### config.mk
export PLATFORM = sky130hd
export DESIGN_NAME = nbit_register_file
export DESIGN_NICKNAME = d
export VERILOG_FILES = /design/src/rtl/regfile_pkg.sv /design/src/rtl/nbit_enable_register.sv /design/src/rtl/nbit_register_file.sv
export SDC_FILE = /design/constraint.sdc
export NUM_CORES = 1
export LEC_CHECK = 0
export CAP_MARGIN = 10
export CORE_ASPECT_RATIO = 2
export CORE_UTILIZATION = 27
export DETAILED_ROUTE_END_ITERATION = 8
export PLACE_DENSITY = 0.4
export REMOVE_ABC_BUFFERS = 1
export SLEW_MARGIN = 20
export SYNTH_ARGS = -nofsm -noshare
export SYNTH_HDL_FRONTEND = slang
export SYNTH_SLANG_ARGS = --single-unit
export TNS_END_PERCENT = 30
### constraint.sdc
create_clock -name Clock -period 3.2 [get_ports Clock]
set_input_delay 0.32 -clock Clock [delete_from_list [all_inputs] [get_ports Clock]]
set_output_delay 0.32 -clock Clock [all_outputs]
set_load 0.05 [all_outputs]
### src/rtl/regfile_pkg.sv
// Shared sizing constants for the datapath register bank and its bench.
package regfile_pkg;

  localparam int unsigned DEFAULT_WIDTH      = 8;
  localparam int unsigned DEFAULT_ADDR_WIDTH = 3;
  localparam int unsigned DEFAULT_DEPTH      = 2 ** DEFAULT_ADDR_WIDTH;

  // Number of words addressed by an addr_width-bit address
  function automatic int unsigned regfile_depth(input int unsigned addr_width);
    return 2 ** addr_width;
  endfunction

endpackage

### src/rtl/nbit_enable_register.sv
// WIDTH-bit register with load enable and asynchronous active-low clear.
module nbit_enable_register #(
  parameter int unsigned WIDTH = 8
) (
  input  logic             Clock,
  input  logic             Clear,
  input  logic             Load,
  input  logic [WIDTH-1:0] D,
  output logic [WIDTH-1:0] Q
);

  always_ff @(posedge Clock or negedge Clear) begin
    if (!Clear) begin
      Q <= '0;
    end else if (Load) begin
      Q <= D;
    end
  end

endmodule

### src/rtl/nbit_register_file.sv
// Register bank: one write port, two registered read ports with write-first
// bypass, and an optional hardwired-zero word 0.
module nbit_register_file
  import regfile_pkg::*;
#(
  parameter int unsigned WIDTH      = DEFAULT_WIDTH,
  parameter int unsigned ADDR_WIDTH = DEFAULT_ADDR_WIDTH,
  parameter int unsigned ZERO_REG   = 1
) (
  input  logic                  Clock,
  input  logic                  Clear,
  input  logic                  Write_en,
  input  logic [ADDR_WIDTH-1:0] Write_addr,
  input  logic [WIDTH-1:0]      Data_in,
  input  logic                  Read_en_a,
  input  logic [ADDR_WIDTH-1:0] Read_addr_a,
  output logic [WIDTH-1:0]      Data_out_a,
  input  logic                  Read_en_b,
  input  logic [ADDR_WIDTH-1:0] Read_addr_b,
  output logic [WIDTH-1:0]      Data_out_b
);

  localparam int unsigned DEPTH = regfile_depth(ADDR_WIDTH);

  logic [WIDTH-1:0] word_q [DEPTH];
  logic [WIDTH-1:0] rd_data_a_c;
  logic [WIDTH-1:0] rd_data_b_c;
  logic             bypass_a_c;
  logic             bypass_b_c;
  logic             wr_live_c;

  // Storage words; word 0 is a constant when hardwired to zero
  for (genvar i = 0; i < DEPTH; i++) begin : g_word
    if ((ZERO_REG != 0) && (i == 0)) begin : g_zero
      assign word_q[i] = '0;
    end else begin : g_reg
      nbit_enable_register #(.WIDTH(WIDTH)) u_word (
        .Clock (Clock),
        .Clear (Clear),
        .Load  (Write_en && (Write_addr == ADDR_WIDTH'(i))),
        .D     (Data_in),
        .Q     (word_q[i])
      );
    end
  end

  // A write to the hardwired zero word never reaches the read path
  always_comb begin
    wr_live_c   = Write_en && !((ZERO_REG != 0) && (Write_addr == '0));
    bypass_a_c  = wr_live_c && (Read_addr_a == Write_addr);
    bypass_b_c  = wr_live_c && (Read_addr_b == Write_addr);
    rd_data_a_c = bypass_a_c ? Data_in : word_q[Read_addr_a];
    rd_data_b_c = bypass_b_c ? Data_in : word_q[Read_addr_b];
  end

  nbit_enable_register #(.WIDTH(WIDTH)) u_out_a (
    .Clock (Clock),
    .Clear (Clear),
    .Load  (Read_en_a),
    .D     (rd_data_a_c),
    .Q     (Data_out_a)
  );

  nbit_enable_register #(.WIDTH(WIDTH)) u_out_b (
    .Clock (Clock),
    .Clear (Clear),
    .Load  (Read_en_b),
    .D     (rd_data_b_c),
    .Q     (Data_out_b)
  );

endmodule

After elaboration in Yosys (flattened, before gate mapping):

Cells that the tools add are included.

* output and inout port bits: 16
* bits in registers: 72
* latch bits: 0
* ROM bits: 0
* input port bits: 22
* memories: 0
* memory bits (writable): 0
* word-level logic and storage cells: 42

* equality and inequality tests: 9
* shift-type cells: 0
* magnitude comparators: 2
* bitwise gates (word level): 2
* multiplexer cells: 8
* $mul: 0
* add/subtract/negate cells: 0
* div/mod/pow operators: 0
* reduce and logical (&&, ||, !) cells: 12

Operators with widths (number)
* binary-select mux 8 bit (select 3 bit): 2
* 2-to-1 mux 8 bit: 6
* equality test 3 bit (second input constant): 4
* logical AND 1 bit: 10
* >= comparator 4 bit (second input constant): 2
* inverter 3 -> 4 bit: 2
* equality test 3 x 2 -> 1 bit (second input constant): 2
* equality test 3 bit: 2
* equality test 3 x 1 -> 1 bit (second input constant): 1
* zero test 3 bit: 1
* zero test 1 bit: 1

Logic depth before layout (Yosys ltp):

Gate-level depths: netlist of run 1.

* word-level depth: 5
* mapped depth: 6
* depth with buffers taken out: 4

By module:

Synthesis of run 1 repeated with hierarchy kept, for this count alone.

* cell total of the unflattened synthesis: 311
* area total of the unflattened synthesis: 4271.6 µm²

By module, submodules not included
* nbit_enable_register: area an instance 331.6 µm², cells each 17, times used 9, sequential area each 200.2 µm²
* nbit_register_file: area an instance 1287.5 µm², cells each 158, times used 1, sequential area each 0.0 µm²

Worst setup path after synthesis of run 1:

Ideal clock, no wire load.

* path kind: input to register
* from: input Read_addr_a[2]
* to: register u_out_a.Q[6]
* arrival time: 1.437 ns
* buffers on the path: 2
* required time: 3.074 ns
* setup slack: 1.637 ns
* stages on the path: 6
* library setup time: 0.126 ns
* cell sequence: buf_2 xnor2_4 o2111ai_1 and3_1 buf_2 a221o_1

* word-level cells in the longest chain between the ends: 5
* elaborated cells on any way between the ends: 7
* classes of those cells: eq/ne: 1; mux: 4; bitwise: 1; reduce/logical: 1

Ends and longest elaborated chain
* start: declaration: RTL line nbit_register_file.sv:16 `input logic [ADDR_WIDTH-1:0] Read_addr_a,`
* inverter 3 -> 4 bit (implied by the code): RTL line nbit_register_file.sv:52 `rd_data_a_c = bypass_a_c ? Data_in : word_q[Read_addr_a];`
* binary-select mux 8 bit (select 3 bit): RTL line nbit_register_file.sv:52
* 2-to-1 mux 8 bit (implied by the code) (2 in series): RTL line nbit_register_file.sv:52
* 2-to-1 mux 8 bit *: RTL line nbit_register_file.sv:52
* end signal: assignment: RTL line nbit_enable_register.sv:14 `Q <= '0;`
* end signal: assignment: RTL line nbit_enable_register.sv:16 `Q <= D;`
* end: declaration: RTL line nbit_enable_register.sv:9 `output logic [WIDTH-1:0] Q`

Every way passes the cells marked *; elsewhere a longest branch is shown, timed or not. The select of a mux whose other input is x is not followed.
A chain may end at the register's enable or synchronous reset.

Worst setup path after layout of run 1:

* from: input Read_addr_a[0]
* to: register u_out_a.Q[4]

The elaborated chain is that of the path after synthesis.

==> run_results.csv, run 1 <==
group,metric,value,unit
status,status,"completed",
timing,clock_skew,0.005332,ns
die,row_count,61,
logic_synthesis,synth-seq-cells,72,
worst_setup_path,worstPathMaxFanout,8,
clock_network,clock_latency,0.33,ns
worst_setup_path,critPathBufInv,2,
logic_synthesis,syn_inst,319,
worst_setup_path,cp.arrival,2.22,ns
power_and_ir_drop,power.switching,0.8963,mW
logic_synthesis,synth-simple-area-share,7.170,%
drt,via_count,2801,
die,die_area,14930,um^2
timing,drv_slew,0,
drt,route.detailed.drc,0,
min_path,hp-class,"input pin to asynchronous set/reset pin",
worst_setup_path,worstSetupStartpointType,"input pin",
global_routing,grt_pass1_wl,18910,um
power_and_ir_drop,p_leak,2.017,nW
placement,gp_congestion,0.7968,
die,io_pins,38,
job,maxCapViolations,0,
die,initial_core_util,27.86,%
drt,wl,12070,um
logic_synthesis,synth_mux_area_share,26.95,%
layout,finalNonFillerCells,553,
logic_synthesis,synth-edff-count,0,
placement,portBuffers,37,
timing,rsz0062_at_grt,"no",
logic_synthesis,netlist_area,3891,um^2
logic_synthesis,synthTopCellsByArea,"dfrtp_1 46%, mux2_2 12%, mux4_1 5.4%, o21ai_0 5.4%, mux4_2 4.6%",
logic_synthesis,synth_seq_area_share,46.30,%
power_and_ir_drop,combPwrFrac,24.5,%
logic_synthesis,synth_compound_area_share,13.28,%
logic_synthesis,syn_avg_cell_area,12.20,um^2
logic_synthesis,synth_top_family_by_area,"multiplexers",
clock_network,numCtsBuffers,9,
logic_synthesis,synth-main-ff-cell,"dfrtp_1",
power_and_ir_drop,seq_power_share,42.4,%
global_routing,track_usage,17.92,%
worst_setup_path,max_stage_delay,0.73,ns
timing,max_freq,492.1,MHz
clock_network,cts_root_buffer,"clkbuf_16",
logic_synthesis,yosys-top-cells-count,"72 x dfrtp_1, 42 x mux2_2, 42 x o21ai_0, 30 x nand2_1, 17 x mux2i_1",
worst_setup_path,path_cells,"clkdlybuf4s50_1 -> buf_4 -> mux4_1 -> o21ai_0 -> a221oi_1",
timing,fin_crit_sh,63.50,%
power_and_ir_drop,vdd_drop_max,0.0002254,V
die,die_w,86.89,um
global_routing,antenna_found_initial,0,
clock_network,cts_resized,0,
clock_network,cts_tree,"yes",
power_and_ir_drop,p_int,2.032,mW
layout,diodes,0,
logic_synthesis,synth_top_area_cell,"dfrtp_1",
power_and_ir_drop,clkPwrFrac,33.1,%
layout,area_growth,22.99,%
logic_synthesis,synth_cell_types,43,
power_and_ir_drop,powerDensity,611.9,nW/um^2
timing,relSlewSlack,36.36,%
logic_synthesis,yosysWarnings,0,
power_and_ir_drop,sw_frac_of_total,30.61,%
layout,seq_area,1802,um^2
clock_network,cts_hold_buf,0,
logic_synthesis,synth.most_common_cell,"dfrtp_1",
timing,worst_pin_slew,0.9546,ns
placement,dp_cells,537,
placement,hpwl,8702,um
clock_network,cts.sinks,72,
clock_network,path_clk_slew,0.06,ns
logic_synthesis,synthAdderAreaFrac,0,%
clock_network,clockBufferDepth,2,
worst_setup_path,required,3.39,ns
drt,wl_per_cell,21.83,um
layout,fillerInstances,1426,
layout,drive_above_1_share,25.27,%
die,die-height,171.8,um
global_routing,grt_pass1_vias,3007,
layout,nets,381,
drt,detail-route-antenna-nets,0,
logic_synthesis,async_flop_share,100.0,%
drt,drtIter0Drc,209,
logic_synthesis,synth_xor_area_share,1.158,%
global_routing,overflow,0,
timing,setup_tns,0,ns
worst_setup_path,slowest_stage,"clkdlybuf4s50_1",
timing,setup_viol,0,
worst_setup_path,crit_family,"buffers and inverters",
drt,drt_pass1_iterations,4,
layout,multi_input_area,1896,um^2
timing,period_needed,2.032,ns
logic_synthesis,synth_top_area_share,46.30,%
timing,hold_viol,0,
worst_setup_path,critPathKind,"input pin to register",
worst_setup_path,crit_path_end_kind,"register",
global_routing,grt_max_degree,73,
clock_network,post_cts_buffers,0,
drt,via_per_inst,5.065,
die,core_area,13970,um^2
clock_network,h-tree-depth,3,
metal layers:
layer	global-route usage (%)	part of all wire (%)	vias to the layer above
met1	21.81	41	1431
met5	0	0	-
met4	6.304	1.7	0
li1	-	-	1281
met3	2.879	3.7	13
met2	31.46	54	76
state kept, by name, indices dropped and copies added (netlist names):
register and cells:
u_out_b.Q 8, g_word.g_reg.u_word.Q 56, u_out_a.Q 8
area by class of cell:
type                    count  share of cell area (%)
inverters                  10                  0.7843
clock inverters             2                  0.2614
repair buffers             55                   11.03
flip-flops and latches     72                   37.65
multi-input cells         211                   39.61
clock buffers              14                   5.725
well taps                 189                   4.941
final timing paths:
check	start	endpoint	cells past startpoint	slack [ns]
worst max-delay path	Read_addr_a[0]	u_out_a.Q[4]	5	1.17
worst min-delay path	Clear	g_word[6].g_reg.u_word.Q[0]	1	0.13
worst max register to register	g_word[4].g_reg.u_word.Q[6]	u_out_a.Q[6]	4	1.78
worst min register to register	g_word[5].g_reg.u_word.Q[2]	g_word[5].g_reg.u_word.Q[2]	2	0.50
max in group asynchronous	Clear	g_word[1].g_reg.u_word.Q[3]	1	2.43
min in group Clock	g_word[5].g_reg.u_word.Q[2]	g_word[5].g_reg.u_word.Q[2]	2	0.50
placed cells by master (no fill, tap or decap), types with 2 or more instances in the layout:
| master | n |
|---|---|
| o21ai_0 | 42 |
| clkbuf_16 | 9 |
| nor2_1 | 10 |
| a221oi_1 | 7 |
| nand2_1 | 30 |
| a221o_1 | 15 |
| nand4b_1 | 3 |
| xor2_1 | 2 |
| inv_1 | 10 |
| clkbuf_8 | 3 |
| mux4_2 | 8 |
| mux2_2 | 42 |
| clkbuf_1 | 2 |
| mux2i_1 | 17 |
| dfrtp_1 | 72 |
| mux4_1 | 8 |
| a21oi_1 | 3 |
| nor2b_1 | 4 |
| and2_1 | 2 |
| buf_12 | 2 |
| buf_4 | 17 |
| clkdlybuf4s50_1 | 36 |
stage by stage:
step / setup slack, ns / power [mW] / hold WS (ns) / utilization [%] / cell area, um^2
floorplan: 1.444 / 1.666 / 0.02441 / - / 3729
global placement: 0.8059 / 1.982 / 0.4762 / 32.21 / 4499
detailed placement: 0.8298 / 1.986 / 0.4909 / 32.21 / 4499
CTS: 1.158 / 2.970 / 0.1867 / 34.27 / 4786
global route: 0.9922 / 3.084 / 0.2105 / 34.27 / 4786
finish: 1.168 / 2.929 / 0.1254 / 34.27 / 4786
power groups by stage:
stage | Sequential (mW) | Combinational (mW) | Clock [mW]
6_report | 1.24 | 0.719 | 0.969
5_1_grt | 1.27 | 0.781 | 1.03
3_5_place_dp | 1.26 | 0.725 | 0
2_1_floorplan | 1.32 | 0.348 | 0
4_1_cts | 1.25 | 0.728 | 0.994
3_3_place_gp | 1.26 | 0.721 | 0
cell families (layout without fill, tap and decap cells):
logic type	after synthesis	after routing
multiplexers	76	76
XOR/XNOR	3	3
AND/OR/NAND/NOR	57	57
flip-flops	72	72
AO/OA/AOI/OAI	75	75
buffers and inverters	36	81
No activity file was read; power rests on OpenSTA's default activity.
==> inputs of run 2 (changes only) <==
--- a/config.mk
+++ b/config.mk
@@ -9,7 +9,7 @@
 export CORE_ASPECT_RATIO = 2
 export CORE_UTILIZATION = 27
 export DETAILED_ROUTE_END_ITERATION = 8
-export PLACE_DENSITY = 0.4
+export PLACE_DENSITY = 0.41
 export REMOVE_ABC_BUFFERS = 1
 export SLEW_MARGIN = 20
 export SYNTH_ARGS = -nofsm -noshare
==> constraint.sdc (replaced) <==
create_clock -name Clock -period 1.73 [get_ports Clock]
set_input_delay 0.173 -clock Clock [delete_from_list [all_inputs] [get_ports Clock]]
set_output_delay 0.173 -clock Clock [all_outputs]
set_load 0.05 [all_outputs]
==> run 2 against run 1 <==
Count of clock-buffer cells in the layout down 2. Wire length up 2.8%. Critical path type is now register to output port. Non-clock buffer count up 27. Sequential power up 84%.
==> run_results.csv, run 2 (same netlist as run 1, synthesis figures left out) <==
group,metric,value,unit
status,status,"completed",
die,initial_core_util,27.86,%
drt,wl,12410,um
global_routing,grt_max_degree,39,
clock_network,cts_tree,"yes",
worst_setup_path,path_cells,"clkdlybuf4s50_1",
die,die_area,14930,um^2
layout,area_growth,32.86,%
worst_setup_path,reg2reg_setup_slack,0.31,ns
timing,worst_pin_slew,0.5259,ns
drt,drt_pass1_iterations,4,
clock_network,numCtsBuffers,9,
global_routing,overflow,0,
worst_setup_path,r2r_start,"g_word[5].g_reg.u_word.Q[6]",
drt,route.detailed.drc,0,
drt,drtIter0Drc,285,
timing,fin_crit_sh,97.58,%
clock_network,clock_latency,0.33,ns
drt,detail-route-antenna-nets,0,
clock_network,h-tree-depth,3,
die,io_pins,38,
power_and_ir_drop,vdd_drop_max,0.0005051,V
die,die_w,86.89,um
worst_setup_path,r2r_cells,4,
layout,drive_above_1_share,32.99,%
global_routing,grt_pass1_vias,3008,
worst_setup_path,crit_cells,1,
global_routing,track_usage,17.54,%
worst_setup_path,critPathBufInv,1,
layout,largest_reg_flops,56,
worst_setup_path,crit_family,"buffers and inverters",
clock_network,path_clk_slew,0.06,ns
worst_setup_path,slowest_stage,"clkdlybuf4s50_1",
power_and_ir_drop,p_leak,2.249,nW
job,maxCapViolations,0,
timing,hold_viol,0,
worst_setup_path,critPathKind,"register to output port",
layout,reg.largest.list,"g_word.g_reg.u_word.Q (56), u_out_a.Q (8), u_out_b.Q (8)",
worst_setup_path,crit_end,"Data_out_b[0]",
placement,hpwl,9043,um
worst_setup_path,r2r_end,"u_out_a.Q[6]",
timing,relSlewSlack,64.83,%
layout,nets,408,
global_routing,grt_pass1_wl,18680,um
clock_network,cts.sinks,72,
drt,via_count,2889,
timing,drv_slew,0,
clock_network,clockBufferDepth,2,
timing,clock_skew,0.006066,ns
placement,portBuffers,37,
global_routing,antenna_found_initial,0,
worst_setup_path,max_stage_delay,0.81,ns
min_path,hp-class,"input pin to asynchronous set/reset pin",
layout,final_cell_mix,"72 x dfrtp_1, 42 x o21ai_0, 42 x mux2_2",
worst_setup_path,worstPathMaxFanout,2,
die,die-height,171.8,um
clock_network,cts_root_buffer,"clkbuf_16",
worst_setup_path,cp.arrival,1.52,ns
layout,regMostFlops,"g_word.g_reg.u_word.Q",
power_and_ir_drop,powerDensity,1113,nW/um^2
timing,setup_viol,0,
layout,diodes,0,
placement,gp_congestion,0.8306,
timing,rsz0062_at_grt,"no",
timing,max_freq,592.4,MHz
worst_setup_path,crit_path_end_kind,"output port",
layout,mostFrequentLayoutCell,"dfrtp_1",
worst_setup_path,worstSetupStartpointType,"register",
timing,period_needed,1.688,ns
worst_setup_path,cp-startpoint,"u_out_b.Q[0]",
power_and_ir_drop,power,5.756,mW
die,core_area,13970,um^2
layout,fin_util,37.02,%
die,row_count,61,
drt,via_per_inst,4.981,
worst_setup_path,required,1.56,ns
drt,wl_per_cell,21.40,um
## run 2: worst min-delay path by stage
stage	start	endpoint	slack (ns)	cells after the start
2_1_floorplan	Clear	g_word[1].g_reg.u_word.Q[0]	-0.12	0
3_3_place_gp	Clear	g_word[1].g_reg.u_word.Q[1]	0.17	1
3_5_place_dp	Clear	g_word[1].g_reg.u_word.Q[1]	0.18	1
4_1_cts	Clear	g_word[2].g_reg.u_word.Q[1]	0.36	2
5_1_grt	Clear	g_word[2].g_reg.u_word.Q[1]	0.40	2
6_report	Clear	g_word[2].g_reg.u_word.Q[1]	0.35	2
## run 2: power by group
group | internal (mW) | total, mW | switching (mW) | leakage (nW)
Clock | 1.34 | 2.07 | 0.724 | 0.159
Combinational | 0.708 | 1.40 | 0.694 | 1.21
Sequential | 2.02 | 2.28 | 0.265 | 0.877
## run 2: timing repair
action                                  4_1_cts  5_1_grt
hold buffers                                  1        0
endpoints found under the setup margin        0       17
gates resized for setup                       0        8
endpoints found under the hold margin        34        0
setup buffers                                 0        0
## run 2: area by class of cell
cell class                      instances  area (um^2)
Timing Repair Buffer                   82        843.3
Clock buffer                           12        256.5
Multi-Input combinational cell        211         1918
Tap cell                              189        236.5
Fill cell                            1362         8797
Inverter                               10        37.54
Clock inverter                          4        76.32
Sequential cell                        72         1802
## run 2: per-stage QoR
stage / worst slack (ns) / std cells / hold slack (ns) / instance area, um^2 / setup TNS, ns
after floorplan: 0.1205 / 293 / -0.1226 / 3729 / 0
after global placement: -0.3194 / 562 / 0.1744 / 4772 / -7.604
after detailed placement: -0.3337 / 562 / 0.1752 / 4772 / -7.808
after CTS: 0.003476 / 579 / 0.3621 / 5115 / 0
after global routing: 0.0006157 / 580 / 0.4001 / 5170 / 0
final: 0.04195 / 580 / 0.3505 / 5170 / 0
## run 2: routing by layer
metal  global-route usage, %  part of all wire, %  vias to the layer above
met3                   2.687                  3.3                        6
met2                   30.74                   53                       65
li1                        -                    -                     1333
met4                   5.000                  1.0                        0
met5                       0                    0                        -
met1                   21.98                   43                     1485
## run 2: worst register-to-register path, delay by kind of cell, from the launching register on
kind,cells,cell delay [ns]
AOI/OAI and AO/OA,2,0.35
buffers and inverters,1,0.06
muxes,1,0.50
DFF,1,0.40
==> inputs of run 3 (changes only) <==
==> constraint.sdc (replaced) <==
create_clock -name Clock -period 1.4 [get_ports Clock]
set_input_delay 0.14 -clock Clock [delete_from_list [all_inputs] [get_ports Clock]]
set_output_delay 0.14 -clock Clock [all_outputs]
set_load 0.05 [all_outputs]
==> run 3 against run 2 <==
Critical path depth rose by 3. Combinational power increased by 51%. Cell count grew 4.8%. Wire length grew 5.2%. Largest power group unchanged. Flip-flop and latch count unchanged. Total power increased by 30%. Via count increased by 5.6%. Clock power up 21%. Largest cell class unchanged.
==> run_results.csv, run 3 (same netlist as run 1, synthesis figures left out) <==
group,metric,value,unit
timing,clock_skew,0.008181,ns
worst_setup_path,crit_path_end_kind,"register",
timing,setup_viol,0,
clock_network,cts_root_buffer,"clkbuf_16",
layout,diodes,0,
clock_network,numCtsBuffers,9,
die,core_area,13970,um^2
placement,hpwl,9281,um
die,die_w,86.89,um
layout,reg.largest.list,"g_word.g_reg.u_word.Q (56), u_out_a.Q (8), u_out_b.Q (8)",
die,die-height,171.8,um
drt,drt_pass1_iterations,4,
layout,final_cell_mix,"72 x dfrtp_1, 59 x buf_4, 42 x mux2_2",
placement,preCtsSetupSlack,-0.7340,ns
timing,hold_viol,0,
global_routing,overflow,0,
layout,regMostFlops,"g_word.g_reg.u_word.Q",
global_routing,grt_pass1_vias,3295,
timing,layout_setup_ws,0.02517,ns
die,io_pins,38,
power_and_ir_drop,p_leak,2.461,nW
clock_network,clockBufferDepth,2,
timing,drv_slew,0,
timing,whs,0.3267,ns
global_routing,grt_pass1_wl,19890,um
placement,gp_congestion,0.8114,
drt,drtIter0Drc,192,
timing,rsz0062_at_grt,"yes",
placement,place_area,5065,um^2
placement,portBuffers,37,
timing,fin_crit_sh,98.20,%
clock_network,h-tree-depth,3,
status,status,"completed",
worst_setup_path,worstSetupStartpointType,"register",
worst_setup_path,required,1.62,ns
global_routing,track_usage,19.00,%
power_and_ir_drop,powerDensity,1331,nW/um^2
power_and_ir_drop,vdd_drop_max,0.0005722,V
die,initial_core_util,27.86,%
layout,fin_util,40.13,%
layout,nets,436,
timing,period_needed,1.375,ns
clock_network,cts.sinks,72,
layout,fillerInstances,1371,
min_path,hp-class,"input pin to asynchronous set/reset pin",
worst_setup_path,worstPathMaxFanout,3,
job,maxCapViolations,0,
drt,route.detailed.drc,0,
drt,detail-route-antenna-nets,0,
drt,wl,13060,um
clock_network,cts_tree,"yes",
layout,area_growth,44.05,%
global_routing,grt_max_degree,73,
clock_network,clock_latency,0.34,ns
timing,worst_pin_slew,0.4633,ns
drt,via_per_inst,5.020,
timing,relSlewSlack,69.04,%
drt,wl_per_cell,21.48,um
worst_setup_path,cp.arrival,1.60,ns
die,die_area,14930,um^2
layout,final_area,5605,um^2
drt,via_count,3052,
layout,largest_reg_flops,56,
clock_network,path_clk_slew,0.06,ns
die,row_count,61,
global_routing,antenna_found_initial,0,
layout,mostFrequentLayoutCell,"dfrtp_1",
worst_setup_path,critPathKind,"register to register",
timing,max_freq,727.4,MHz
timing,setup_tns,0,ns
layout,drive_above_1_share,43.20,%
[run 3: cell types whose count changed in the layout (fill, tap and decap cells not counted), moves of 3 or more]
cell             previous run  this run
o21ai_0                    42        37
o21ai_1                     0         4
clkdlybuf4s50_1            27        10
dlygate4sd2_1               0         8
buf_12                     10        24
dlymetal6s2s_1              3         0
a221oi_2                    1         6
buf_6                       0         5
a221oi_1                    7         2
buf_4                      40        59
[run 3: stage by stage]
stage	power, mW	std cells
2_1_floorplan	3.807	293
3_3_place_gp	4.896	581
3_5_place_dp	4.926	581
4_1_cts	7.515	606
5_1_grt	7.818	608
6_report	7.461	608
[run 3: area by class of cell]
cell class	instances	area, um^2	share of cell area [%]
repair buffers	110	1209	21.56
clock buffers	9	225.2	4.018
inverters	10	37.54	0.6696
multi-input cells	211	1999	35.67
clock inverters	7	96.34	1.719
well taps	189	236.5	4.219
flip-flops and latches	72	1802	32.14
[run 3: path summary, 6_finish.rpt]
path,from,to,slack [ns],cells past startpoint
setup / recovery,g_word[4].g_reg.u_word.Q[6],u_out_a.Q[6],0.03,4
min in group Clock,Read_addr_b[1],u_out_b.Q[1],0.43,5
hold reg to reg,g_word[7].g_reg.u_word.Q[0],g_word[7].g_reg.u_word.Q[0],0.50,2
setup reg to reg,g_word[4].g_reg.u_word.Q[6],u_out_a.Q[6],0.03,4
hold / removal,Clear,g_word[5].g_reg.u_word.Q[7],0.33,3
max in group asynchronous,Clear,g_word[1].g_reg.u_word.Q[6],0.70,3
[run 3: worst max-delay path, cell delays in order, from the launching register on]
cell and delay, ns:
dfrtp_1 0.39, mux4_2 0.47, inv_2 0.06, a21oi_1 0.05, a221o_1 0.29
[run 3: timing repair]
action                                 in CTS  in global routing
buffers inserted                            7                  2
endpoints found under the hold margin      72                  0
hold buffers                                1                  0
setup endpoints to repair                  48                 16
gates resized for setup                    32                 13
cloned                                      1                  0
pin swaps                                   3                  1
[run 3: per-layer routing]
metal | part of all wire [%] | wire (um) | vias to the layer above | track usage (%)
li1 | - | - | 1397 | -
met1 | 39 | 5137 | 1543 | 22.08
met2 | 53 | 6922 | 80 | 33.17
met3 | 4.2 | 543 | 32 | 3.455
met4 | 3.5 | 460 | 0 | 8.986
met5 | 0 | 0 | - | 0
[run 3: power by group]
part | internal (mW) | switching, mW | leakage, nW
registers | 2.49 | 0.356 | 0.877
clock network | 1.56 | 0.939 | 0.148
logic | 1.17 | 0.942 | 1.44
